`src/rtl/id_ex_stage_reg_pkg.sv`:
```
// Shared definitions for the ID->EX pipeline register of the 16-bit MIPS core:
// default widths, ALUOp encodings and the per-edge update action type.
package id_ex_stage_reg_pkg;

    localparam int DATA_W_DEF  = 16;
    localparam int REG_AW_DEF  = 3;
    localparam int ALUOP_W_DEF = 2;
    localparam int CNT_W_DEF   = 16;

    // ALUOp classes decoded further by the ALU control in EX
    localparam logic [1:0] ALUOP_MEM    = 2'b00;
    localparam logic [1:0] ALUOP_BRANCH = 2'b01;
    localparam logic [1:0] ALUOP_RTYPE  = 2'b10;
    localparam logic [1:0] ALUOP_IMM    = 2'b11;

    // What the stage register does on the coming clock edge, highest priority first
    typedef enum logic [2:0] {
        UPD_FLUSH,
        UPD_HOLD,
        UPD_BUBBLE,
        UPD_LOAD,
        UPD_IDLE
    } upd_e;

endpackage

```
`src/rtl/id_ex_stage_reg_load_use_detect.sv`:
```
// Combinational load-use hazard detector: a valid load in EX whose destination
// (rt, never r0) is a source of the valid instruction waiting in ID.
module load_use_detect #(
    parameter int REG_AW = 3
) (
    input  logic              id_valid_i,
    input  logic [REG_AW-1:0] id_rs_i,
    input  logic [REG_AW-1:0] id_rt_i,
    input  logic              ex_valid_i,
    input  logic              ex_memread_i,
    input  logic [REG_AW-1:0] ex_rt_i,
    output logic              hazard_o
);

    // Bubbles in EX carry no load, and r0 is hardwired so it can never be stale
    always_comb begin
        hazard_o = id_valid_i && ex_valid_i && ex_memread_i && (ex_rt_i != '0) &&
                   ((id_rs_i == ex_rt_i) || (id_rt_i == ex_rt_i));
    end

endmodule

```
`src/rtl/id_ex_stage_reg.sv`:
```
// ID->EX pipeline register with valid/ready handshake, branch flush,
// load-use bubble insertion and a saturating bubble counter.
module id_ex_stage_reg
    import id_ex_stage_reg_pkg::*;
#(
    parameter int DATA_W  = DATA_W_DEF,
    parameter int REG_AW  = REG_AW_DEF,
    parameter int ALUOP_W = ALUOP_W_DEF,
    parameter int CNT_W   = CNT_W_DEF
) (
    input  logic               clk,
    input  logic               rst_n,
    input  logic               flush,
    input  logic               in_valid,
    output logic               in_ready,
    input  logic [DATA_W-1:0]  in_pc_plus_two,
    input  logic [DATA_W-1:0]  in_read_data_1,
    input  logic [DATA_W-1:0]  in_read_data_2,
    input  logic [DATA_W-1:0]  in_immediate,
    input  logic [REG_AW-1:0]  in_rs,
    input  logic [REG_AW-1:0]  in_rt,
    input  logic [REG_AW-1:0]  in_rd,
    input  logic               in_alu_src,
    input  logic               in_regdest,
    input  logic               in_memread,
    input  logic               in_memwrite,
    input  logic               in_branch,
    input  logic               in_memtoreg,
    input  logic               in_regwrite,
    input  logic [ALUOP_W-1:0] in_aluop,
    output logic               out_valid,
    input  logic               out_ready,
    output logic [DATA_W-1:0]  O_pc_plus_two,
    output logic [DATA_W-1:0]  O_read_data_1,
    output logic [DATA_W-1:0]  O_read_data_2,
    output logic [DATA_W-1:0]  O_immediate,
    output logic [REG_AW-1:0]  O_rs,
    output logic [REG_AW-1:0]  O_rt,
    output logic [REG_AW-1:0]  O_rd,
    output logic               O_alu_src,
    output logic               O_regdest,
    output logic               O_memread,
    output logic               O_memwrite,
    output logic               O_branch,
    output logic               O_memtoreg,
    output logic               O_regwrite,
    output logic [ALUOP_W-1:0] O_aluop,
    output logic               hazard_stall,
    output logic [CNT_W-1:0]   bubble_cnt
);

    localparam int CTRL_W = 7 + ALUOP_W;
    localparam int DP_W   = 4 * DATA_W + 3 * REG_AW;

    logic              valid_q, valid_d;
    logic [CTRL_W-1:0] ctrl_q, ctrl_d, ctrl_in;
    logic [DP_W-1:0]   dp_q, dp_d, dp_in;
    logic [CNT_W-1:0]  cnt_q, cnt_d;
    logic              advance;
    upd_e              upd;

    // Control bits are zeroed on any bubble; datapath fields are only ever loaded
    assign ctrl_in = {in_alu_src, in_regdest, in_memread, in_memwrite,
                      in_branch, in_memtoreg, in_regwrite, in_aluop};
    assign dp_in   = {in_pc_plus_two, in_read_data_1, in_read_data_2, in_immediate,
                      in_rs, in_rt, in_rd};

    assign {O_alu_src, O_regdest, O_memread, O_memwrite,
            O_branch, O_memtoreg, O_regwrite, O_aluop} = ctrl_q;
    assign {O_pc_plus_two, O_read_data_1, O_read_data_2, O_immediate,
            O_rs, O_rt, O_rd} = dp_q;
    assign out_valid  = valid_q;
    assign bubble_cnt = cnt_q;

    load_use_detect #(
        .REG_AW (REG_AW)
    ) u_load_use_detect (
        .id_valid_i   (in_valid),
        .id_rs_i      (in_rs),
        .id_rt_i      (in_rt),
        .ex_valid_i   (valid_q),
        .ex_memread_i (O_memread),
        .ex_rt_i      (O_rt),
        .hazard_o     (hazard_stall)
    );

    // EX slot can take something new when empty or when downstream is draining it
    always_comb begin
        advance  = !valid_q || out_ready;
        in_ready = advance && !hazard_stall && !flush;
    end

    // Pick the single action for this edge; flush beats a stall, a stall beats a bubble
    always_comb begin
        upd = UPD_IDLE;
        if (flush) begin
            upd = UPD_FLUSH;
        end else if (!advance) begin
            upd = UPD_HOLD;
        end else if (hazard_stall) begin
            upd = UPD_BUBBLE;
        end else if (in_valid) begin
            upd = UPD_LOAD;
        end
    end

    // Next-state for the register bank and the saturating bubble counter
    always_comb begin
        valid_d = valid_q;
        ctrl_d  = ctrl_q;
        dp_d    = dp_q;
        cnt_d   = cnt_q;
        case (upd)
            UPD_FLUSH, UPD_IDLE: begin
                valid_d = 1'b0;
                ctrl_d  = '0;
            end
            UPD_BUBBLE: begin
                valid_d = 1'b0;
                ctrl_d  = '0;
                if (cnt_q != '1) begin
                    cnt_d = cnt_q + CNT_W'(1);
                end
            end
            UPD_LOAD: begin
                valid_d = 1'b1;
                ctrl_d  = ctrl_in;
                dp_d    = dp_in;
            end
            default: begin
            end
        endcase
    end

    // State registers; reset discards any in-flight instruction entirely
    always_ff @(posedge clk or negedge rst_n) begin
        if (!rst_n) begin
            valid_q <= 1'b0;
            ctrl_q  <= '0;
            dp_q    <= '0;
            cnt_q   <= '0;
        end else begin
            valid_q <= valid_d;
            ctrl_q  <= ctrl_d;
            dp_q    <= dp_d;
            cnt_q   <= cnt_d;
        end
    end

endmodule

```
`config.mk`:
```
export PLATFORM = sky130hd
export DESIGN_NAME = id_ex_stage_reg
export DESIGN_NICKNAME = d
export VERILOG_FILES = /design/src/rtl/id_ex_stage_reg_pkg.sv /design/src/rtl/id_ex_stage_reg_load_use_detect.sv /design/src/rtl/id_ex_stage_reg.sv
export SDC_FILE = /design/constraint.sdc
export NUM_CORES = 1
export LEC_CHECK = 0
export ABC_AREA = 1
export BUFFER_PORTS_ARGS = -buffer_cell sky130_fd_sc_hd__buf_4
export CORE_ASPECT_RATIO = 1.5
export CORE_MARGIN = 2
export CORE_UTILIZATION = 52
export CTS_BUF_LIST = sky130_fd_sc_hd__clkbuf_16
export DETAILED_ROUTE_END_ITERATION = 8
export HOLD_SLACK_MARGIN = 0.03
export PLACE_DENSITY = 0.95
export SYNTH_ARGS = -nofsm -noshare
export SYNTH_HDL_FRONTEND = slang
export SYNTH_SLANG_ARGS = --single-unit
```
`constraint.sdc`:
```
create_clock -name clk -period 2.9 [get_ports clk]
set_clock_uncertainty 0.15 [all_clocks]
set_input_delay 0.58 -clock clk [delete_from_list [all_inputs] [get_ports clk]]
set_output_delay 0.58 -clock clk [all_outputs]
set_load 0.005 [all_outputs]
```
# Word-level counts from Yosys, hierarchy flattened
# Cells that the tools add are included.
[totals] register_bits=99 inputBits=87 output_inout_bits=101 elab_cells=33
[classes] n_addsub=1 eq_ne=6 mux=6 reduce_logical=16
[op_table] op="9-bit case mux with 2 select lines" n=1
[op_table] op="16-bit by 1-bit adder with 16-bit output (second input constant)" n=1
[op_table] op="16-bit inequality test (second input constant)" n=1
[op_table] op="3-bit two-way mux" n=4
[op_table] op="3-bit by 2-bit equality test with 1-bit output (second input constant)" n=2
[op_table] op="3-bit equality test" n=2
[op_table] op="1-bit logical AND" n=6
[op_table] op="3-bit equality test (second input constant)" n=1
[op_table] op="1-bit logical NOT" n=3
[op_table] op="3-bit logical NOT" n=1
[op_table] op="3-bit nonzero test" n=1
[op_table] op="3-bit OR reduction" n=1
[op_table] op="1-bit logical OR" n=2
[op_table] op="1-bit case mux with 2 select lines" n=1
[op_table] op="2-bit AND reduction" n=1
[op_table] op="2-bit nonzero test" n=1

# Depth between registers and ports, before layout
# Gate-level depths: netlist of the first run.
[logic_depth] word_depth=10 depth_mapped=10 depth_no_buf=9

# Hierarchy
# A second synthesis of the first run with hierarchy kept.
[unflattened] cells_unflattened=526 hier_area_um2=4350.4
[modules_own_cells] module="id_ex_stage_reg" instances=1 cells_each=497 area_per_inst_um2=4220.3 seq_area_each_um2=2477.4
[modules_own_cells] module="load_use_detect" instances=1 cells_each=29 area_per_inst_um2=130.1 seq_area_each_um2=0.0

# Worst setup path after synthesis of the first run
# No wires, ideal clock.
[synth_path] path_kind="input port to output port" from="in out_ready" to="out in_ready" arrival_time_ns=1.490 required_ns=2.170 slack_ns=0.680 path_stages=6 n_path_buf=2 path_cell_list="inv_1 -> a21oi_1 -> buf_2 -> buf_2 -> inv_1 -> nor2_1"
[synth_between] elab_chain_len=3
[synth_lines] element="from (decl)" line="id_ex_stage_reg.sv:32" rtl="input logic out_ready,"
[synth_lines] element="1-bit logical OR" line="id_ex_stage_reg.sv:89" rtl="advance = !valid_q || out_ready;"
[synth_lines] element="1-bit logical AND (2 in series)" line="id_ex_stage_reg.sv:90" rtl="in_ready = advance && !hazard_stall && !flush;"
[synth_lines] element="to (decl)" line="id_ex_stage_reg.sv:15" rtl="output logic in_ready,"
# Every way passes these cells.

# Final worst setup path of the first run
[layout_path] from="reg dp_q[4]" to="out in_ready"
[layout_between] elab_chain_len=6 word_cells_on_any_way=9 cone_classes="2 x eq/ne; 7 x reduce/logical"
[layout_lines] element="from (decl)" line="id_ex_stage_reg.sv:57" rtl="logic [DP_W-1:0] dp_q, dp_d, dp_in;"
[layout_lines] element="from (signal assigned)" line="id_ex_stage_reg.sv:145" rtl="dp_q <= dp_d;"
[layout_lines] element="3-bit equality test / 3-bit nonzero test (equally long branches)" line="id_ex_stage_reg_load_use_detect.sv:18, id_ex_stage_reg_load_use_detect.sv:17"
[layout_lines] element="1-bit logical OR / 1-bit logical AND (equally long branches)" line="id_ex_stage_reg_load_use_detect.sv:18, id_ex_stage_reg_load_use_detect.sv:17"
[layout_lines] element="1-bit logical AND (*)" line="id_ex_stage_reg_load_use_detect.sv:17" rtl="hazard_o = id_valid_i && ex_valid_i && ex_memread_i && (ex_rt_i != '0) &&"
[layout_lines] element="1-bit logical NOT (*)" line="id_ex_stage_reg.sv:90"
[layout_lines] element="1-bit logical AND (*) (2 in series)" line="id_ex_stage_reg.sv:90"
# Mark *: on every way between the ends. The rest lies on a longest branch, timed or not.

==> flow_summary.ini, run 1 <==
[clock_network]
cts_buffer_depth = 2
ctsResizeCount = 0
root_buffer = clkbuf_16
htree_levels = 3
cts_buffers = 9
path_clk_slew_ps = 70
cts_sinks = 99
cts_setup_buffers = 0
hold_buffers = 0
insertion_delay_ps = 330
cts_tree = yes

[yosys]
syn_area_per_cell_um2 = 8.37
syn-instance-count = 538
synth_area_leaders = dfrtp_1 55%, nand2_1 21%, nand4_1 12%
synth_nets = 626
netlist.area_leader.share_pct = 55.0
yosysTopAreaCell = dfrtp_1
yosys_register_bits = 99
synth_area_mm2 = 0.00450
synth_edf_count = 0
synth_flop_cell = dfrtp_1
ys_types = 20
ys_seq_area_share_pct = 55.0
ys_async_sr_fraction_pct = 100
synth_common_cells = 248 x nand2_1, 99 x dfrtp_1, 88 x nand4_1
synth_warnings = 0
synth.most_common_cell = nand2_1

[sta]
tns_ps = 0
slew_headroom_pct = 41.8
tightest_slew_ps = 873
period_needed_ps = 2460
post-route-period-util_pct = 84.9
fmax_mhz = 406
rsz0062_at_grt = false
slew_violations = 0
hold_ws_ps = 139
setup_viol = 0
hold_violations = 0
setup_ws_ps = 438

[grt]
grt_pass1_wl_mm = 22.1
grt_overflow = 0
grt_max_degree = 85
antenna_found_initial = 0
gr-usage-all-layers_pct = 29.5
grt_pass1_vias = 4667

[die]
io-pin-count = 188
coreArea_mm2 = 0.00841
fp-row-count = 41
start_util_pct = 53.5
die_h_um = 118
floorplan.die_area_mm2 = 0.00944
die_w_um = 80.0

[critical_path]
worstPathMaxFanout = 5
required_ps = 2170
cp.arrival_ps = 1730
endpoint_kind = output port
critPathKind = register to output port
cp-start-kind = register

[drt]
first_pass_iters = 5
vias_per_cell = 5.63
first_iter_violations = 432
wl_per_cell_um = 16.5
wl_mm = 13.6
post-route-drc-count = 0
ant_nets = 0
vias = 4628

[final_layout]
final_cell_count_no_fill = 822
diodes = 0
post-route-util_pct = 74.9
nNetsFinal = 798
areaGrowthSynthToFinish_pct = 39.9
drive_above_1_share_pct = 30.3
final_area_mm2 = 0.00630

[placed_design]
dpl_worst_slack_ps = 551
dpl.cell_count = 806
hpwl_mm = 9.32
placed_area_mm2 = 0.00597
gp_congestion = 0.872
portBuffers = 187

[power_and_ir_drop]
total_power_mw = 3.64
ir_worst_vdd_mv = 0.397
p_leak_nw = 3.48
p_per_area_mw_per_mm2 = 578

[flow_run]
cap_violations = 0

[worst_hold_path]
hp-class = primary input to asynchronous set/reset pin

[status]
status = finished, final reports clean
==> registers in the layout, summed over array words and instances, names as in the netlist <==
name        flops
bubble_cnt     16
ctrl_q          9
dp_q           73
out_valid       1
==> logic make-up (layout without fill, tap and decap cells) <==
kind of cell,count (synthesis),in the layout,synth area share (%)
DFF,99,99,55.0
adders and majority gates,1,1,0.278
AOI/OAI and AO/OA,3,3,0.500
and+or+nand+nor,367,367,36.2
buffers and inverters,55,232,5.50
xor gates and xnor gates,13,13,2.53
==> cell type report <==
type	instances	area [um^2]
clock buffer	9	225
inverter	19	71.3
sequential	99	2480
timing repair buffer	197	1490
tap	107	134
multi-input combinational	384	1790
clock inverter	7	109
fill	599	2110
==> power breakdown <==
part	switching, mW	internal, mW
Sequential	0.112	1.54
Combinational	0.308	0.350
Clock	0.500	0.834
==> metal layers <==
metal | vias up | share of wire [%] | GRT usage [%]
met2 | 243 | 54 | 51.4
met4 | 0 | 3.9 | 13.1
met3 | 46 | 6.7 | 5.60
li1 | 2124 | - | -
met1 | 2215 | 35 | 34.4
met5 | - | 0 | 0
==> final timing paths <==
path	from	endpoint	slack, ps	cells past startpoint
worst max register to register	bubble_cnt[0]	bubble_cnt[13]	720	7
min in group clk	flush	out_valid	270	2
worst min register to register	dp_q[0]	dp_q[0]	320	2
worst max-delay path	dp_q[4]	in_ready	440	9
max in group asynchronous	rst_n	dp_q[59]	1770	2
worst min-delay path	rst_n	dp_q[2]	140	1
==> layout by cell type (no fill, tap or decap) <==
cell type,n
a21oi_4,1
nor2_2,1
nand2_2,1
nand2_1,247
xnor2_1,5
nor3b_1,1
a21oi_1,1
buf_12,1
ha_1,1
a31oi_2,1
nand4_1,88
nor2_1,12
bufinv_16,3
buf_4,196
nand3_2,1
dfrtp_1,99
inv_2,2
clkinv_1,1
nor3_1,4
xor2_1,8
clkbuf_16,9
inv_1,19
clkinvlp_4,1
nand3_1,12
==> critical path, stage by stage (launching register included) <==
cell and delay, ps:
dfrtp_1 470, inv_2 70, nand2_1 60, nand2_1 50, nand3_1 90, nand2_1 130
nand2_2 140, inv_1 90, nor2_1 170, buf_4 140
Note: power is estimated with default switching activity, not from simulation.
==> run 2: changes to the inputs <==
--- a/config.mk
+++ b/config.mk
@@ -9,11 +9,11 @@
 export BUFFER_PORTS_ARGS = -buffer_cell sky130_fd_sc_hd__buf_4
 export CORE_ASPECT_RATIO = 1.5
 export CORE_MARGIN = 2
-export CORE_UTILIZATION = 52
+export CORE_UTILIZATION = 43
 export CTS_BUF_LIST = sky130_fd_sc_hd__clkbuf_16
 export DETAILED_ROUTE_END_ITERATION = 8
 export HOLD_SLACK_MARGIN = 0.03
-export PLACE_DENSITY = 0.95
+export PLACE_DENSITY = 0.85
 export SYNTH_ARGS = -nofsm -noshare
 export SYNTH_HDL_FRONTEND = slang
 export SYNTH_SLANG_ARGS = --single-unit
==> constraint.sdc (replaced) <==
create_clock -name clk -period 2.01 [get_ports clk]
set_clock_uncertainty 0.15 [all_clocks]
set_input_delay 0.402 -clock clk [delete_from_list [all_inputs] [get_ports clk]]
set_output_delay 0.402 -clock clk [all_outputs]
set_load 0.005 [all_outputs]
==> flow_summary.ini, run 2 (synthesis results as in run 1) <==
[drt]
vias_per_cell = 5.22
ant_nets = 0
first_iter_violations = 315
first_pass_iters = 5
vias = 4546
post-route-drc-count = 0
wl_per_cell_um = 15.4
wl_mm = 13.5

[critical_path]
cp_common_cell = nand2_4
cp.arrival_ps = 1520
cp-start-kind = register
endpoint_kind = output port
worstPathMaxFanout = 5
critPathSlowestCell = dfrtp_2
critPathKind = register to output port
crit_chain = xnor2_2, nand3_2, nand2_4, nand2_4, inv_4, nor2_4, buf_6
required_ps = 1460
cpPeakStageDelay_ps = 450

[final_layout]
final_cell_mix = 242 x nand2_1, 204 x buf_4, 96 x dfrtp_1
largest_reg_flops = 73
layout_commonest_cell = nand2_1
final_area_mm2 = 0.00654
nNetsFinal = 813
areaGrowthSynthToFinish_pct = 45.1
largest-register = dp_q
diodes = 0
drive_above_1_share_pct = 34.1

[clock_network]
htree_levels = 3
root_buffer = clkbuf_16
insertion_delay_ps = 340
cts_sinks = 99
cts_buffers = 9
cts_tree = yes
path_clk_slew_ps = 60
cts_buffer_depth = 2

[power_and_ir_drop]
comb_power_share_pct = 20.1
p_clk_share_pct = 33.0
p_per_area_mw_per_mm2 = 772
swShare_pct = 26.2
ir_worst_vdd_mv = 0.434
p_leak_nw = 3.57
intPower_mw = 3.72
seqPwrFrac_pct = 46.9
p_sw_mw = 1.32

[grt]
grt_max_degree = 100
grt_pass1_vias = 4360
grt_overflow = 0
antenna_found_initial = 0
grt_pass1_wl_mm = 21.1
gr-usage-all-layers_pct = 23.4

[die]
die_h_um = 129
start_util_pct = 44.2
coreArea_mm2 = 0.0102
fp-row-count = 45
die_w_um = 87.6
io-pin-count = 188
floorplan.die_area_mm2 = 0.0113

[sta]
tns_ps = -83.4
hold_violations = 0
fmax_mhz = 483
slew_violations = 0
hold_ws_ps = 96.4
tightest_slew_ps = 548
setup_ws_ps = -62.0
period_needed_ps = 2070
post-route-period-util_pct = 103
rsz0062_at_grt = true
setup_viol = 2
slew_headroom_pct = 63.5

[worst_hold_path]
hp-class = primary input to register

[status]
status = complete, but fails checks
violations = setup timing

[flow_run]
cap_violations = 0

[placed_design]
hpwl_mm = 9.17
placed_area_mm2 = 0.00608
portBuffers = 187
gp_congestion = 0.904
-- run 2: cell types whose count changed in the layout (fill, tap and decap cells not counted), sizes merged --
cell and change:
bufinv -2, buf +14, clkinvlp -1, clkinv +3, dlygate4sd3 +1
-- run 2: layer usage --
metal,GRT usage (%),wire [um]
met5,0,0
met4,11.9,556
met3,2.61,755
met2,40.6,7240
met1,28.3,4900
-- run 2: worst max-delay path: cells and delay by family, from the launching register on --
| kind | cells | cell delay, ps |
|---|---|---|
| simple gates | 4 | 330 |
| flops | 1 | 450 |
| buf+inv | 2 | 180 |
| xor+xnor | 1 | 220 |
-- run 2: per-stage QoR --
step	instances	setup slack (ps)	util [%]	power [mW]
floorplan	538	140	-	2.70
global placement	844	128	59.6	3.31
detailed placement	844	49.8	59.6	3.35
CTS	865	-37.8	63.2	5.06
global route	871	-120	64.1	5.28
finish	871	-62.0	64.1	5.04
-- run 2: final timing paths --
path / slack [ps] / cells past startpoint / to / startpoint
hold reg to reg: 320 / 2 / dp_q[14] / dp_q[14]
setup reg to reg: 50 / 9 / bubble_cnt[4] / bubble_cnt[0]
max in group asynchronous: 770 / 3 / bubble_cnt[13] / rst_n
min in group asynchronous: 480 / 3 / dp_q[7] / rst_n
setup / recovery: -60 / 7 / in_ready / dp_q[4]
hold / removal: 100 / 2 / out_valid / flush
-- run 2: cell type report --
type	count	area, um^2
clock buffers	9	225
multi-input cells	384	1860
fillers	819	3660
repair buffers	212	1660
well taps	141	176
inverters	19	73.8
clock inverters	7	61.3
flip-flops and latches	99	2480
-- run 2: power by group through the flow --
stage / clock (mW) / sequential (mW) / combinational (mW)
after floorplan: 0 / 2.40 / 0.306
after global placement: 0 / 2.39 / 0.926
after detailed placement: 0 / 2.39 / 0.958
after CTS: 1.71 / 2.36 / 0.985
after global routing: 1.77 / 2.39 / 1.12
final: 1.67 / 2.37 / 1.01
-- run 2: timing repair --
action                     CTS  global route
pin swaps                    5             8
setup endpoints to repair    2            57
setup buffers                4             6
gates resized for setup     13            12
hold endpoints to repair    99             0
hold buffers                 1             0
==> run 3: changes to the inputs <==
--- a/config.mk
+++ b/config.mk
@@ -5,15 +5,15 @@
 export SDC_FILE = /design/constraint.sdc
 export NUM_CORES = 1
 export LEC_CHECK = 0
-export ABC_AREA = 1
 export BUFFER_PORTS_ARGS = -buffer_cell sky130_fd_sc_hd__buf_4
 export CORE_ASPECT_RATIO = 1.5
 export CORE_MARGIN = 2
-export CORE_UTILIZATION = 43
+export CORE_UTILIZATION = 40
 export CTS_BUF_LIST = sky130_fd_sc_hd__clkbuf_16
 export DETAILED_ROUTE_END_ITERATION = 8
 export HOLD_SLACK_MARGIN = 0.03
-export PLACE_DENSITY = 0.85
+export PLACE_DENSITY = 0.82
 export SYNTH_ARGS = -nofsm -noshare
 export SYNTH_HDL_FRONTEND = slang
+export SYNTH_HIERARCHICAL = 1
 export SYNTH_SLANG_ARGS = --single-unit
==> flow_summary.ini, run 3 <==
[yosys]
netlist.area_leader.share_pct = 62.6
synth_top_family_by_area = multiplexers
ys_async_sr_fraction_pct = 100
yosys_register_bits = 99
synth.most_common_cell = dfrtp_1
synth_nets = 354
ys_seq_area_share_pct = 62.6
synth_common_cells = 99 x dfrtp_1, 73 x mux2_2, 19 x xor2_1
synthMuxAreaShare_pct = 21.1
syn_area_per_cell_um2 = 14.9
synth_compound_area_share_pct = 2.12
synthSimpleGateAreaFrac_pct = 8.40
synth_area_leaders = dfrtp_1 63%, mux2_2 21%, xor2_1 4.2%
synth_edf_count = 0
synth_flop_cell = dfrtp_1
synth_warnings = 6
syn-instance-count = 266
yosysTopAreaCell = dfrtp_1
ys_types = 28
synthAdderAreaFrac_pct = 0.316
synth_area_mm2 = 0.00396
synth_xor_area_share_pct = 4.20

[drt]
vias = 3185
first_iter_violations = 108
post-route-drc-count = 0
wl_per_cell_um = 20.3
ant_nets = 0
first_pass_iters = 4
wl_mm = 12.6
vias_per_cell = 5.13

[placed_design]
portBuffers = 187
hpwl_mm = 7.54
gp_congestion = 0.814
dpl_worst_slack_ps = -693

[final_layout]
areaGrowthSynthToFinish_pct = 75.2
layout_commonest_cell = buf_4
largest_reg_flops = 73
diodes = 0
fill_cells = 631
register_area_mm2 = 0.00248
final_cell_mix = 204 x buf_4, 97 x dfrtp_1, 74 x mux2_4
largest-register = dp_q
multi_input_area_mm2 = 0.00199
drive_above_1_share_pct = 69.8
post-route-util_pct = 72.0
nNetsFinal = 589

[sta]
period_needed_ps = 2480
post-route-period-util_pct = 124
tightest_slew_ps = 493
setup_ws_ps = -474
rsz0062_at_grt = true
slew_headroom_pct = 67.1
hold_violations = 0
slew_violations = 0
fmax_mhz = 403
setup_viol = 100

[grt]
grt_max_degree = 57
grt_overflow = 0
gr-usage-all-layers_pct = 21.4
grt_pass1_vias = 3377
grt_pass1_wl_mm = 18.0
antenna_found_initial = 0

[power_and_ir_drop]
ir_worst_vdd_mv = 0.567
p_leak_nw = 3.44
p_per_area_mw_per_mm2 = 790

[critical_path]
critPathSlowestCell = dfrtp_2
crit_path_start = dp_q[5]
required_ps = 1460
reg2reg_from = dp_q[5]
cpPeakStageDelay_ps = 440
endpoint_kind = output port
critPathTopFamily = simple AND/OR/NAND/NOR gates
critPathKind = register to output port
cp-start-kind = register
cp.arrival_ps = 1930
crit_buf_inv = 2
worstPathMaxFanout = 3
crit_chain = xor2_2, nor4_2, nor4_2, nor3_2, buf_4, nor3_4, buf_4

[status]
status = complete, but fails checks
violations = setup timing

[clock_network]
path_clk_slew_ps = 60
root_buffer = clkbuf_16
cts_buffer_depth = 2
cts_buffers = 9
cts_tree = yes
cts_sinks = 99
insertion_delay_ps = 330
htree_levels = 3

[die]
floorplan.die_area_mm2 = 0.0107
io-pin-count = 188
die_w_um = 85.2
coreArea_mm2 = 0.00963
fp-row-count = 44
start_util_pct = 41.1
die_h_um = 126

[worst_hold_path]
hp-class = primary input to register
holdCritStartpoint = flush

[flow_run]
cap_violations = 0
==> run 3: changes by cell type in the layout (fill, tap and decap cells not counted), moves of 6 or more <==
cell,delta
nor3_4,+6
xor2_1,+7
nand2_1,-234
mux2_4,+74
inv_1,-16
buf_6,+12
nand3_1,-7
nand4_1,-84
nor4_4,+7
a22o_1,+9
clkbuf_16,+6
nor2_1,-7
==> run 3: path summary, 6_finish.rpt <==
| path | endpoint | slack [ps] | cells after the start |
|---|---|---|---|
| worst max register to register | dp_q[47] | -420 | 9 |
| worst min-delay path | out_valid | 140 | 2 |
| max in group asynchronous | dp_q[5] | 730 | 3 |
| worst max-delay path | in_ready | -470 | 7 |
| worst min register to register | ctrl_q[7] | 360 | 1 |
| min in group asynchronous | dp_q[17] | 270 | 2 |
==> run 3: cell families (layout without fill, tap and decap cells) <==
kind of cell               after synthesis  in the layout
buffers and inverters                   10            250
muxes                                   74             74
adders and majority gates                1              1
AOI/OAI and AO/OA                       10             10
and+or+nand+nor                         53             53
DFF                                     99             99
xor gates and xnor gates                19             19
==> run 3: what timing repair did <==
item / in CTS / in global routing
pin swaps: 7 / 16
gates resized for setup: 76 / 50
setup endpoints to repair: 100 / 100
endpoints found under the hold margin: 61 / 0
hold buffers: 1 / 0
cloned: 4 / 7
setup buffers: 11 / 2
==> run 3: final cells by class <==
| cell class | instances | share of cell area (%) |
|---|---|---|
| multi-input cells | 157 | 28.7 |
| repair buffers | 234 | 29.4 |
| well taps | 115 | 2.07 |
| flip-flops and latches | 99 | 35.7 |
| clock buffers | 9 | 3.25 |
| clock inverters | 7 | 0.848 |
==> run 3: stage by stage <==
step | hold slack, ps | total power, mW | area [um^2] | setup TNS [ps] | instances
after floorplan | -43.6 | 2.78 | 4100 | -23980 | 266
after global placement | 73.0 | 3.44 | 5770 | -49150 | 581
after detailed placement | 73.0 | 3.49 | 5770 | -54550 | 581
after CTS | 112 | 5.33 | 6540 | -41840 | 612
after global routing | 130 | 5.68 | 6940 | -50750 | 621
final | 137 | 5.48 | 6940 | -37380 | 621
==> run 3: worst reg2reg max path, cell delays in order, from the launching register on <==
cell	delay [ps]
dfrtp_2	440
xor2_2	200
nor4_2	90
nor4_2	340
nor3_2	80
nand2b_4	160
nor3_4	190
buf_6	190
clkbuf_16	180
mux2_4	310
==> run 3: routing by layer <==
layer  vias up  global-route usage [%]  wire [um]
met4         0                    7.56        231
met5         -                       0          0
met3        20                    4.39        685
met1      1602                    26.5       4820
li1       1432                       -          -
met2       131                    36.7       6860
==> run 3: power by group <==
part	leakage (nW)	internal, mW	switching [mW]	total (mW)
clock	0.144	0.951	0.731	1.68
sequential	1.21	2.26	0.188	2.45
combinational	2.08	0.912	0.438	1.35
